### src/rtl/alu_pkg.sv
// Shared definitions for the decode stage and the ALU: operation codes,
// RV32I opcodes, immediate formats and the EX-stage control bundle.
package alu_pkg;

    localparam int ALU_OP_WIDTH = 4;

    typedef enum logic [ALU_OP_WIDTH-1:0] {
        ALU_ADD  = 4'b0000,
        ALU_SUB  = 4'b0001,
        ALU_SLL  = 4'b0010,
        ALU_SLT  = 4'b0011,
        ALU_SLTU = 4'b0100,
        ALU_XOR  = 4'b0101,
        ALU_SRL  = 4'b0110,
        ALU_SRA  = 4'b0111,
        ALU_OR   = 4'b1000,
        ALU_AND  = 4'b1001
    } alu_op_e;

    localparam logic [6:0] OPC_OP     = 7'b0110011;
    localparam logic [6:0] OPC_OP_IMM = 7'b0010011;
    localparam logic [6:0] OPC_LOAD   = 7'b0000011;
    localparam logic [6:0] OPC_STORE  = 7'b0100011;
    localparam logic [6:0] OPC_BRANCH = 7'b1100011;
    localparam logic [6:0] OPC_LUI    = 7'b0110111;
    localparam logic [6:0] OPC_AUIPC  = 7'b0010111;

    typedef enum logic [1:0] {
        IMM_I,
        IMM_S,
        IMM_B,
        IMM_U
    } imm_fmt_e;

    typedef struct packed {
        logic reg_write;
        logic mem_read;
        logic mem_write;
        logic branch;
        logic branch_on_zero;
        logic illegal;
    } ex_ctrl_t;

    // funct3 -> operation for the "plain" (funct7 == 0) R-type / I-ALU forms.
    function automatic alu_op_e base_alu_op(input logic [2:0] funct3);
        case (funct3)
            3'b000:  return ALU_ADD;
            3'b001:  return ALU_SLL;
            3'b010:  return ALU_SLT;
            3'b011:  return ALU_SLTU;
            3'b100:  return ALU_XOR;
            3'b101:  return ALU_SRL;
            3'b110:  return ALU_OR;
            default: return ALU_AND;
        endcase
    endfunction

endpackage

### src/rtl/imm_gen.sv
// Combinational RV32I immediate extraction; all formats sign-extend from instr[31].
module imm_gen
    import alu_pkg::*;
#(
    parameter int DATA_WIDTH = 32
) (
    input  logic [31:7]           instr,
    input  imm_fmt_e              fmt,
    output logic [DATA_WIDTH-1:0] imm
);

    always_comb begin
        imm = '0;
        case (fmt)
            IMM_I:   imm = DATA_WIDTH'($signed(instr[31:20]));
            IMM_S:   imm = DATA_WIDTH'($signed({instr[31:25], instr[11:7]}));
            IMM_B:   imm = DATA_WIDTH'($signed({instr[31], instr[7], instr[30:25], instr[11:8], 1'b0}));
            IMM_U:   imm = DATA_WIDTH'($signed({instr[31:12], 12'b0}));
            default: imm = '0;
        endcase
    end

endmodule

### src/rtl/alu_ctrl_stage.sv
// ID/EX stage: decodes RV32I into ALU code, operands and control bits,
// registered once with flush > stall > load priority under synchronous reset.
module alu_ctrl_stage
    import alu_pkg::*;
#(
    parameter int DATA_WIDTH     = 32,
    parameter int OP_WIDTH       = 4,
    parameter int REG_ADDR_WIDTH = 5
) (
    input  logic                      iClk,
    input  logic                      iRst,
    input  logic                      iValid,
    input  logic [DATA_WIDTH-1:0]     iInstr,
    input  logic [DATA_WIDTH-1:0]     iPC,
    input  logic [DATA_WIDTH-1:0]     iRs1Data,
    input  logic [DATA_WIDTH-1:0]     iRs2Data,
    input  logic                      iStall,
    input  logic                      iFlush,
    output logic                      oValid,
    output logic [OP_WIDTH-1:0]       oALUControl,
    output logic [DATA_WIDTH-1:0]     oSrcA,
    output logic [DATA_WIDTH-1:0]     oSrcB,
    output logic [DATA_WIDTH-1:0]     oRs2Data,
    output logic [REG_ADDR_WIDTH-1:0] oRdAddr,
    output logic                      oRegWrite,
    output logic                      oMemRead,
    output logic                      oMemWrite,
    output logic                      oBranch,
    output logic                      oBranchOnZero,
    output logic                      oIllegal
);

    logic [6:0] opcode;
    logic [2:0] funct3;
    logic [6:0] funct7;
    logic [REG_ADDR_WIDTH-1:0] rd_field;

    assign opcode   = iInstr[6:0];
    assign funct3   = iInstr[14:12];
    assign funct7   = iInstr[31:25];
    assign rd_field = iInstr[11:7];

    imm_fmt_e              imm_fmt;
    logic [DATA_WIDTH-1:0] imm;

    // Format selection kept apart from decode so the immediate path has no loop.
    always_comb begin
        imm_fmt = IMM_I;
        case (opcode)
            OPC_STORE:          imm_fmt = IMM_S;
            OPC_BRANCH:         imm_fmt = IMM_B;
            OPC_LUI, OPC_AUIPC: imm_fmt = IMM_U;
            default:            imm_fmt = IMM_I;
        endcase
    end

    imm_gen #(.DATA_WIDTH(DATA_WIDTH)) u_imm_gen (
        .instr (iInstr[31:7]),
        .fmt   (imm_fmt),
        .imm   (imm)
    );

    ex_ctrl_t              dec_ctrl;
    alu_op_e               dec_op;
    logic [DATA_WIDTH-1:0] dec_src_a;
    logic [DATA_WIDTH-1:0] dec_src_b;
    logic                  dec_bad;

    always_comb begin
        dec_ctrl  = '0;
        dec_op    = ALU_ADD;
        dec_src_a = iRs1Data;
        dec_src_b = iRs2Data;
        dec_bad   = 1'b0;
        case (opcode)
            OPC_OP: begin
                dec_ctrl.reg_write = 1'b1;
                if (funct7 == 7'b0000000) begin
                    dec_op = base_alu_op(funct3);
                end else if (funct7 == 7'b0100000 && funct3 == 3'b000) begin
                    dec_op = ALU_SUB;
                end else if (funct7 == 7'b0100000 && funct3 == 3'b101) begin
                    dec_op = ALU_SRA;
                end else begin
                    dec_bad = 1'b1;
                end
            end
            OPC_OP_IMM: begin
                dec_ctrl.reg_write = 1'b1;
                dec_op             = base_alu_op(funct3);
                dec_src_b          = imm;
                if (funct3 == 3'b001 || funct3 == 3'b101) begin
                    dec_src_b = DATA_WIDTH'(iInstr[24:20]);
                    if (funct3 == 3'b101 && funct7 == 7'b0100000) begin
                        dec_op = ALU_SRA;
                    end else if (funct7 != 7'b0000000) begin
                        dec_bad = 1'b1;
                    end
                end
            end
            OPC_LOAD: begin
                dec_ctrl.reg_write = 1'b1;
                dec_ctrl.mem_read  = 1'b1;
                dec_src_b          = imm;
            end
            OPC_STORE: begin
                dec_ctrl.mem_write = 1'b1;
                dec_src_b          = imm;
            end
            OPC_BRANCH: begin
                dec_ctrl.branch = 1'b1;
                // "Taken" conditions map onto zero/non-zero of SUB or SLT(U).
                case (funct3)
                    3'b000: begin dec_op = ALU_SUB;  dec_ctrl.branch_on_zero = 1'b1; end
                    3'b001: begin dec_op = ALU_SUB;  dec_ctrl.branch_on_zero = 1'b0; end
                    3'b100: begin dec_op = ALU_SLT;  dec_ctrl.branch_on_zero = 1'b0; end
                    3'b101: begin dec_op = ALU_SLT;  dec_ctrl.branch_on_zero = 1'b1; end
                    3'b110: begin dec_op = ALU_SLTU; dec_ctrl.branch_on_zero = 1'b0; end
                    3'b111: begin dec_op = ALU_SLTU; dec_ctrl.branch_on_zero = 1'b1; end
                    default: dec_bad = 1'b1;
                endcase
            end
            OPC_LUI: begin
                dec_ctrl.reg_write = 1'b1;
                dec_src_a          = '0;
                dec_src_b          = imm;
            end
            OPC_AUIPC: begin
                dec_ctrl.reg_write = 1'b1;
                dec_src_a          = iPC;
                dec_src_b          = imm;
            end
            default: dec_bad = 1'b1;
        endcase
        if (dec_bad) begin
            dec_ctrl         = '0;
            dec_ctrl.illegal = 1'b1;
            dec_op           = ALU_ADD;
        end
        if (rd_field == '0) begin
            dec_ctrl.reg_write = 1'b0;
        end
    end

    logic                      valid_q, valid_d;
    ex_ctrl_t                  ctrl_q, ctrl_d;
    alu_op_e                   op_q, op_d;
    logic [DATA_WIDTH-1:0]     src_a_q, src_a_d;
    logic [DATA_WIDTH-1:0]     src_b_q, src_b_d;
    logic [DATA_WIDTH-1:0]     rs2_q, rs2_d;
    logic [REG_ADDR_WIDTH-1:0] rd_q, rd_d;

    // Flush only kills valid/control; datapath holds its (already defined) value.
    always_comb begin
        valid_d = valid_q;
        ctrl_d  = ctrl_q;
        op_d    = op_q;
        src_a_d = src_a_q;
        src_b_d = src_b_q;
        rs2_d   = rs2_q;
        rd_d    = rd_q;
        if (iFlush) begin
            valid_d = 1'b0;
            ctrl_d  = '0;
        end else if (!iStall) begin
            valid_d = iValid;
            ctrl_d  = iValid ? dec_ctrl : '0;
            op_d    = dec_op;
            src_a_d = dec_src_a;
            src_b_d = dec_src_b;
            rs2_d   = iRs2Data;
            rd_d    = rd_field;
        end
    end

    always_ff @(posedge iClk) begin
        if (iRst) begin
            valid_q <= 1'b0;
            ctrl_q  <= '0;
            op_q    <= ALU_ADD;
            src_a_q <= '0;
            src_b_q <= '0;
            rs2_q   <= '0;
            rd_q    <= '0;
        end else begin
            valid_q <= valid_d;
            ctrl_q  <= ctrl_d;
            op_q    <= op_d;
            src_a_q <= src_a_d;
            src_b_q <= src_b_d;
            rs2_q   <= rs2_d;
            rd_q    <= rd_d;
        end
    end

    assign oValid        = valid_q;
    assign oALUControl   = op_q;
    assign oSrcA         = src_a_q;
    assign oSrcB         = src_b_q;
    assign oRs2Data      = rs2_q;
    assign oRdAddr       = rd_q;
    assign oRegWrite     = ctrl_q.reg_write;
    assign oMemRead      = ctrl_q.mem_read;
    assign oMemWrite     = ctrl_q.mem_write;
    assign oBranch       = ctrl_q.branch;
    assign oBranchOnZero = ctrl_q.branch_on_zero;
    assign oIllegal      = ctrl_q.illegal;

endmodule
### config.mk
export PLATFORM = sky130hd
export DESIGN_NAME = alu_ctrl_stage
export DESIGN_NICKNAME = d
export VERILOG_FILES = /design/src/rtl/alu_pkg.sv /design/src/rtl/imm_gen.sv /design/src/rtl/alu_ctrl_stage.sv
export SDC_FILE = /design/constraint.sdc
export NUM_CORES = 1
export LEC_CHECK = 0
export BUFFER_PORTS_ARGS = -buffer_cell sky130_fd_sc_hd__buf_2
export CORE_MARGIN = 1
export CORE_UTILIZATION = 42
export CTS_CLUSTER_DIAMETER = 40
export DETAILED_ROUTE_END_ITERATION = 8
export GPL_ROUTABILITY_DRIVEN = 0
export GPL_TIMING_DRIVEN = 1
export PLACE_DENSITY = 0.76
export SLEW_MARGIN = 10
export SYNTH_ARGS = -nofsm -noshare
export SYNTH_HDL_FRONTEND = slang
export SYNTH_SLANG_ARGS = --single-unit
### constraint.sdc
create_clock -name iClk -period 1.5 [get_ports iClk]
set_input_delay 0.15 -clock iClk [delete_from_list [all_inputs] [get_ports iClk]]
set_output_delay 0.15 -clock iClk [all_outputs]
set_load 0.02 [all_outputs]
==> results of run 1 <==
[flip-flops by register name (all words and copies together) (netlist names)]
signal         count
oMemRead           1
oRegWrite          1
oBranchOnZero      1
oIllegal           1
oRs2Data          32
oBranch            1
oSrcA             32
oALUControl        4
oMemWrite          1
oRdAddr            5
oValid             1
oSrcB             32
[worst min-delay path, delay by kind of cell]
kind,cells,cell delay (ns)
AOI/OAI and AO/OA,1,0.05
buffers and inverters,1,0.11
and+or+nand+nor,1,0.05
[how the worst min path moves through the flow]
stage	from	endpoint	slack [ns]	cells after the start
after detailed placement	iRs2Data[4]	oRs2Data[4]	0.41	3
final	iRs2Data[4]	oRs2Data[4]	0.04	3
after CTS	iRs2Data[4]	oRs2Data[4]	0.03	3
after floorplan	iFlush	oValid	0.23	1
after global placement	iRs2Data[10]	oRs2Data[10]	0.41	3
after global routing	iRs2Data[21]	oRs2Data[21]	0.03	3
[per-stage QoR]
stage / instance area (um2) / setup slack (ns) / hold WS (ns)
6_report: 7230 / 0.109 / 0.0375
2_1_floorplan: 5210 / -0.0150 / 0.229
3_3_place_gp: 6920 / -0.211 / 0.408
4_1_cts: 7230 / 0.159 / 0.0258
5_1_grt: 7230 / 0.0308 / 0.0313
3_5_place_dp: 6920 / -0.228 / 0.411
[Yosys cell counts, types with 2 or more instances]
library cell,instances,area (um2)
nand2_1,123,462
dfxtp_1,112,2240
nor2_1,76,285
a21oi_1,59,295
clkbuf_1,50,188
nand3_1,34,170
a311oi_1,33,289
a211oi_1,25,188
a2bb2oi_1,19,166
nor3_1,16,80.1
a221oi_1,12,105
buf_2,12,60.1
o21ai_0,8,40.0
nand2b_1,6,37.5
inv_1,5,18.8
mux2_2,5,56.3
o21ai_1,4,20.0
and2_1,3,18.8
nor2b_1,3,18.8
o21a_1,3,22.5
a2111oi_0,2,17.5
a211oi_2,2,25.0
a22oi_1,2,15.0
and3_1,2,12.5
and3b_1,2,17.5
o32ai_1,2,17.5
o41ai_1,2,17.5
or2_1,2,12.5
[kinds of logic after synthesis]
family          share of synthesized area
simple gates                        0.243
compound gates                      0.256
flops                               0.432
buf+inv                            0.0535
mux                                0.0128
xor+xnor                          0.00337
[where the power goes]
group / internal (W) / total, W / switching (W)
combinational: 0.000532 / 0.00130 / 0.000772
sequential: 0.00313 / 0.00321 / 0.0000719
clock: 0.00132 / 0.00248 / 0.00115
[metal layers]
metal / up-vias / global-route usage / wire (um)
li1: 2841 / - / -
met1: 2662 / 0.305 / 6780
met2: 243 / 0.432 / 8150
met3: 32 / 0.0761 / 1310
met4: 0 / 0.0912 / 431
met5: - / 0 / 0
[layout make-up]
class,count,area share
clock buffers,10,0.0317
clock inverters,6,0.0104
inverters,5,0.00260
multi-input cells,473,0.374
flip-flops and latches,112,0.310
well taps,147,0.0255
repair buffers,302,0.245
==> flow_metrics.env, run 1 <==
export IMPL_setup_tns_ns=0
export IMPL_start_kind="input pin"
export IMPL_p_leak_nw=3.29
export IMPL_fmax_mhz=719
export IMPL_post_route_min_period_ns=1.39
export IMPL_fin_util=0.602
export IMPL_peakVddDrop_mv=0.875
export IMPL_cts_resized=0
export IMPL_slew_headroom=0.640
export IMPL_synth_cell_types=57
export IMPL_avgRoutedWirePerCell_um=15.8
export IMPL_endpoint_kind="flop"
export IMPL_yosysWarnings=0
export IMPL_finalPower_w=0.00699
export IMPL_clock_path_buffers=2
export IMPL_max_stage_delay_ns=0.33
export IMPL_clock_latency_ns=0.36
export IMPL_viasPerCell=5.48
export IMPL_syn_area_um2=5190
export IMPL_slew_violations=0
export IMPL_overflow=0
export IMPL_crit_chain="buf_2, buf_4, nor2b_1, nor3_1, buf_4, o21ai_2, buf_12, a221oi_1, nor3_1"
export IMPL_fp_dieW_um=113
export IMPL_status="completed"
export IMPL_tightest_slew_ns=0.540
export IMPL_rrSetupSlack_ns=0.49
export IMPL_synthCells=653
export IMPL_start_util=0.432
export IMPL_final_seq_area_um2=2240
export IMPL_finalWirelength_mm=16.7
export IMPL_grtUsageTotal=0.255
export IMPL_multi_input_area_um2=2710
export IMPL_cts_tree="built"
export IMPL_finalCritPeriodShare=0.927
export IMPL_antenna_found_initial=0
export IMPL_setup_viol=0
export IMPL_r2r_end="oALUControl[1]"
export IMPL_cts_buffers=9
export IMPL_ant_nets=0
export IMPL_vias=5778
export IMPL_synth_ff_latch_count=112
export IMPL_r2r_start="oALUControl[1]"
export IMPL_fin_cells=1055
export IMPL_first_global_vias=5236
export IMPL_max_cap_violations=0
export IMPL_root_buffer="clkbuf_16"
export IMPL_powerDensity_nw_per_um2=967
export IMPL_rr_worst_depth=3
export IMPL_num_antenna_cells=0
export IMPL_mostFrequentLayoutCells="buf_2, nand2_1, dfxtp_1"
export IMPL_grt_pass1_wl_mm=25.8
export IMPL_fp_dieH_um=113
export IMPL_ys_seq_area_frac=0.432
export IMPL_core_um2=12000
export IMPL_synth_edf_count=0
export IMPL_min_path_type="in2reg"
export IMPL_postSynthAreaPerCell_um2=7.95
export IMPL_synthesis_nets=786
export IMPL_skew_ns=0
export IMPL_critical_path_top_delay_family="buffers and inverters"
export IMPL_htreeDepth=3
export IMPL_grt_max_degree=97
export IMPL_portBuffers=244
export IMPL_rows=40
export IMPL_io_pin_count=245
export IMPL_crit_fanout=26
export IMPL_path_buf_inv=4
export IMPL_drive_above_1_share=0.373
export IMPL_cp_required_ns=1.74
export IMPL_cts_hold_buf=0
export IMPL_clk_pin_slew_worst_paths_ns=0.08
export IMPL_ys_flop_type="dfxtp_1"
export IMPL_crit_slowest_cell="a221oi_1"
export IMPL_cts_setup_buffers=0
export IMPL_drt_iter0_markers=361
export IMPL_drc=0
export IMPL_mostFrequentLayoutCell="buf_2"
export IMPL_cts_sinks=112
export IMPL_dieArea_um2=12800
export IMPL_hold_violations=0
export IMPL_dr_pass1_iters=6
export IMPL_fin_nets=1036
export IMPL_critPathArrivalTime_ns=1.63
export IMPL_worst_path_stages=9
export IMPL_crit_start="iInstr[2]"
export IMPL_rsz0062_at_grt="false"
export IMPL_n_fill_cell=1117
export IMPL_dp_cells=1039
export IMPL_ys_async_sr_fraction=0
export IMPL_area_growth_pct=39.1
export IMPL_path_class="in2reg"
export IMPL_dp_hpwl_mm=12.2
export IMPL_endpoint="oSrcB[7]"
(Power assumes the default switching activity.)
==> inputs of run 2 (changes only) <==
Settings changed: CELL_PAD_IN_SITES_DETAIL_PLACEMENT from default to 1, CELL_PAD_IN_SITES_GLOBAL_PLACEMENT from default to 1, CORE_UTILIZATION 42 to 29, PLACE_DENSITY 0.76 to default, PLACE_DENSITY_LB_ADDON from default to 0.1.
==> run 2 against run 1 <==
Hold slack got worse by 0.0012 ns. Worst setup slack got worse by 0.0025 ns. Fmax decreased by 0.18%.
==> flow_metrics.env, run 2 (synthesized netlist as in run 1, its figures left out) <==
export IMPL_status="completed"
export IMPL_root_buffer="clkbuf_16"
export IMPL_htreeDepth=3
export IMPL_cts_sinks=112
export IMPL_overflow=0
export IMPL_dieArea_um2=18400
export IMPL_io_pin_count=245
export IMPL_fin_cells=1144
export IMPL_post_route_min_period_ns=1.39
export IMPL_finalCritPeriodShare=0.929
export IMPL_ant_nets=0
export IMPL_peakVddDrop_mv=0.537
export IMPL_fin_nets=1045
export IMPL_fp_dieW_um=136
export IMPL_wl_met2_mm=10.1
export IMPL_area_growth_pct=42.1
export IMPL_fin_util=0.424
export IMPL_core_um2=17400
export IMPL_fmax_mhz=718
export IMPL_portBuffers=244
export IMPL_dp_hpwl_mm=16.2
export IMPL_clock_latency_ns=0.36
export IMPL_cts_hold_buf=0
export IMPL_endpoint_kind="flop"
export IMPL_whs_ns=0.0363
export IMPL_clk_pin_slew_worst_paths_ns=0.09
export IMPL_met3_length_mm=1.48
export IMPL_mostFrequentLayoutCell="buf_2"
export IMPL_setup_viol=0
export IMPL_finalPower_w=0.00704
export IMPL_vias=5948
export IMPL_post_dp_cell_area_um2=7070
export IMPL_drive_above_1_share=0.382
export IMPL_cts_buffers=9
export IMPL_multi_input_area_um2=2720
export IMPL_hold_violations=0
export IMPL_slew_violations=0
export IMPL_slew_headroom=0.337
export IMPL_p_leak_nw=3.33
export IMPL_path_class="in2reg"
export IMPL_start_util=0.298
export IMPL_tightest_slew_ns=0.995
export IMPL_grt_pass1_wl_mm=32.6
export IMPL_crit_fanout=3
export IMPL_avgRoutedWirePerCell_um=18.5
export IMPL_mostFrequentLayoutCells="buf_2, nand2_1, dfxtp_1"
export IMPL_rows=48
export IMPL_clock_path_buffers=2
export IMPL_n_fill_cell=2203
export IMPL_max_cap_violations=0
export IMPL_antenna_found_initial=2
export IMPL_rsz0062_at_grt="false"
export IMPL_wl_met1_mm=9.19
export IMPL_viasPerCell=5.20
export IMPL_fp_dieH_um=136
export IMPL_powerDensity_nw_per_um2=953
export IMPL_drc=0
export IMPL_drt_iter0_markers=252
export IMPL_start_kind="input pin"
export IMPL_top_layer="met4"
export IMPL_dp_cells=1125
export IMPL_min_path_type="in2reg"
export IMPL_finalWirelength_mm=21.2
export IMPL_skew_ns=0
export IMPL_cp_required_ns=1.79
export IMPL_rrSetupSlack_ns=0.47
export IMPL_grt_max_degree=85
export IMPL_cts_tree="built"
export IMPL_final_seq_area_um2=2240
export IMPL_stdcell_area_um2=7380
export IMPL_grtUsageTotal=0.229
export IMPL_critPathArrivalTime_ns=1.68
export IMPL_dr_pass1_iters=4
export IMPL_first_global_vias=6071
-- run 2: cell type report --
| cell class | instances | share of cell area |
|---|---|---|
| diodes | 2 | 0.000678 |
| clock buffers | 10 | 0.0310 |
| clock inverters | 6 | 0.00848 |
| inverters | 5 | 0.00254 |
| multi-input cells | 473 | 0.368 |
| flip-flops and latches | 112 | 0.304 |
| well taps | 225 | 0.0381 |
| repair buffers | 311 | 0.247 |
-- run 2: metrics by stage --
stage	TNS [ns]	worst slack, ns
floorplan	-0.0416	-0.0150
global placement	-5.02	-0.238
detailed placement	-7.74	-0.341
CTS	0	0.0178
global route	0	0.0338
finish	0	0.107
-- run 2: worst paths after layout --
check | from | endpoint | depth (start not counted)
hold / removal | iRs2Data[1] | oRs2Data[1] | 3
setup / recovery | iInstr[27] | oALUControl[0] | 6
setup reg to reg | oALUControl[1] | oALUControl[1] | 3
hold reg to reg | oRs2Data[21] | oRs2Data[21] | 2
-- run 2: where the power goes --
| group | internal, W | total, W | switching [W] |
|---|---|---|---|
| clock | 0.00118 | 0.00245 | 0.00128 |
| sequential | 0.00313 | 0.00322 | 0.0000813 |
| combinational | 0.000545 | 0.00137 | 0.000823 |
| total | 0.00486 | 0.00704 | 0.00218 |
-- run 2: what timing repair did --
action                     4_1_cts  5_1_grt
resized for setup                0        2
setup endpoints to repair        0        1
buffers inserted                 0        1
-- run 2: per-layer routing --
| metal | track usage | vias to the layer above |
|---|---|---|
| li1 | - | 2864 |
| met1 | 0.282 | 2852 |
| met2 | 0.387 | 204 |
| met3 | 0.0492 | 28 |
| met4 | 0.0874 | 0 |
| met5 | 0 | - |
-- run 2: worst max-delay path: stages --
cell     delay [ns]
buf_2          0.13
nor4_4         0.40
nand2_2        0.08
o21a_1         0.21
or4_4          0.54
o21ai_1        0.17
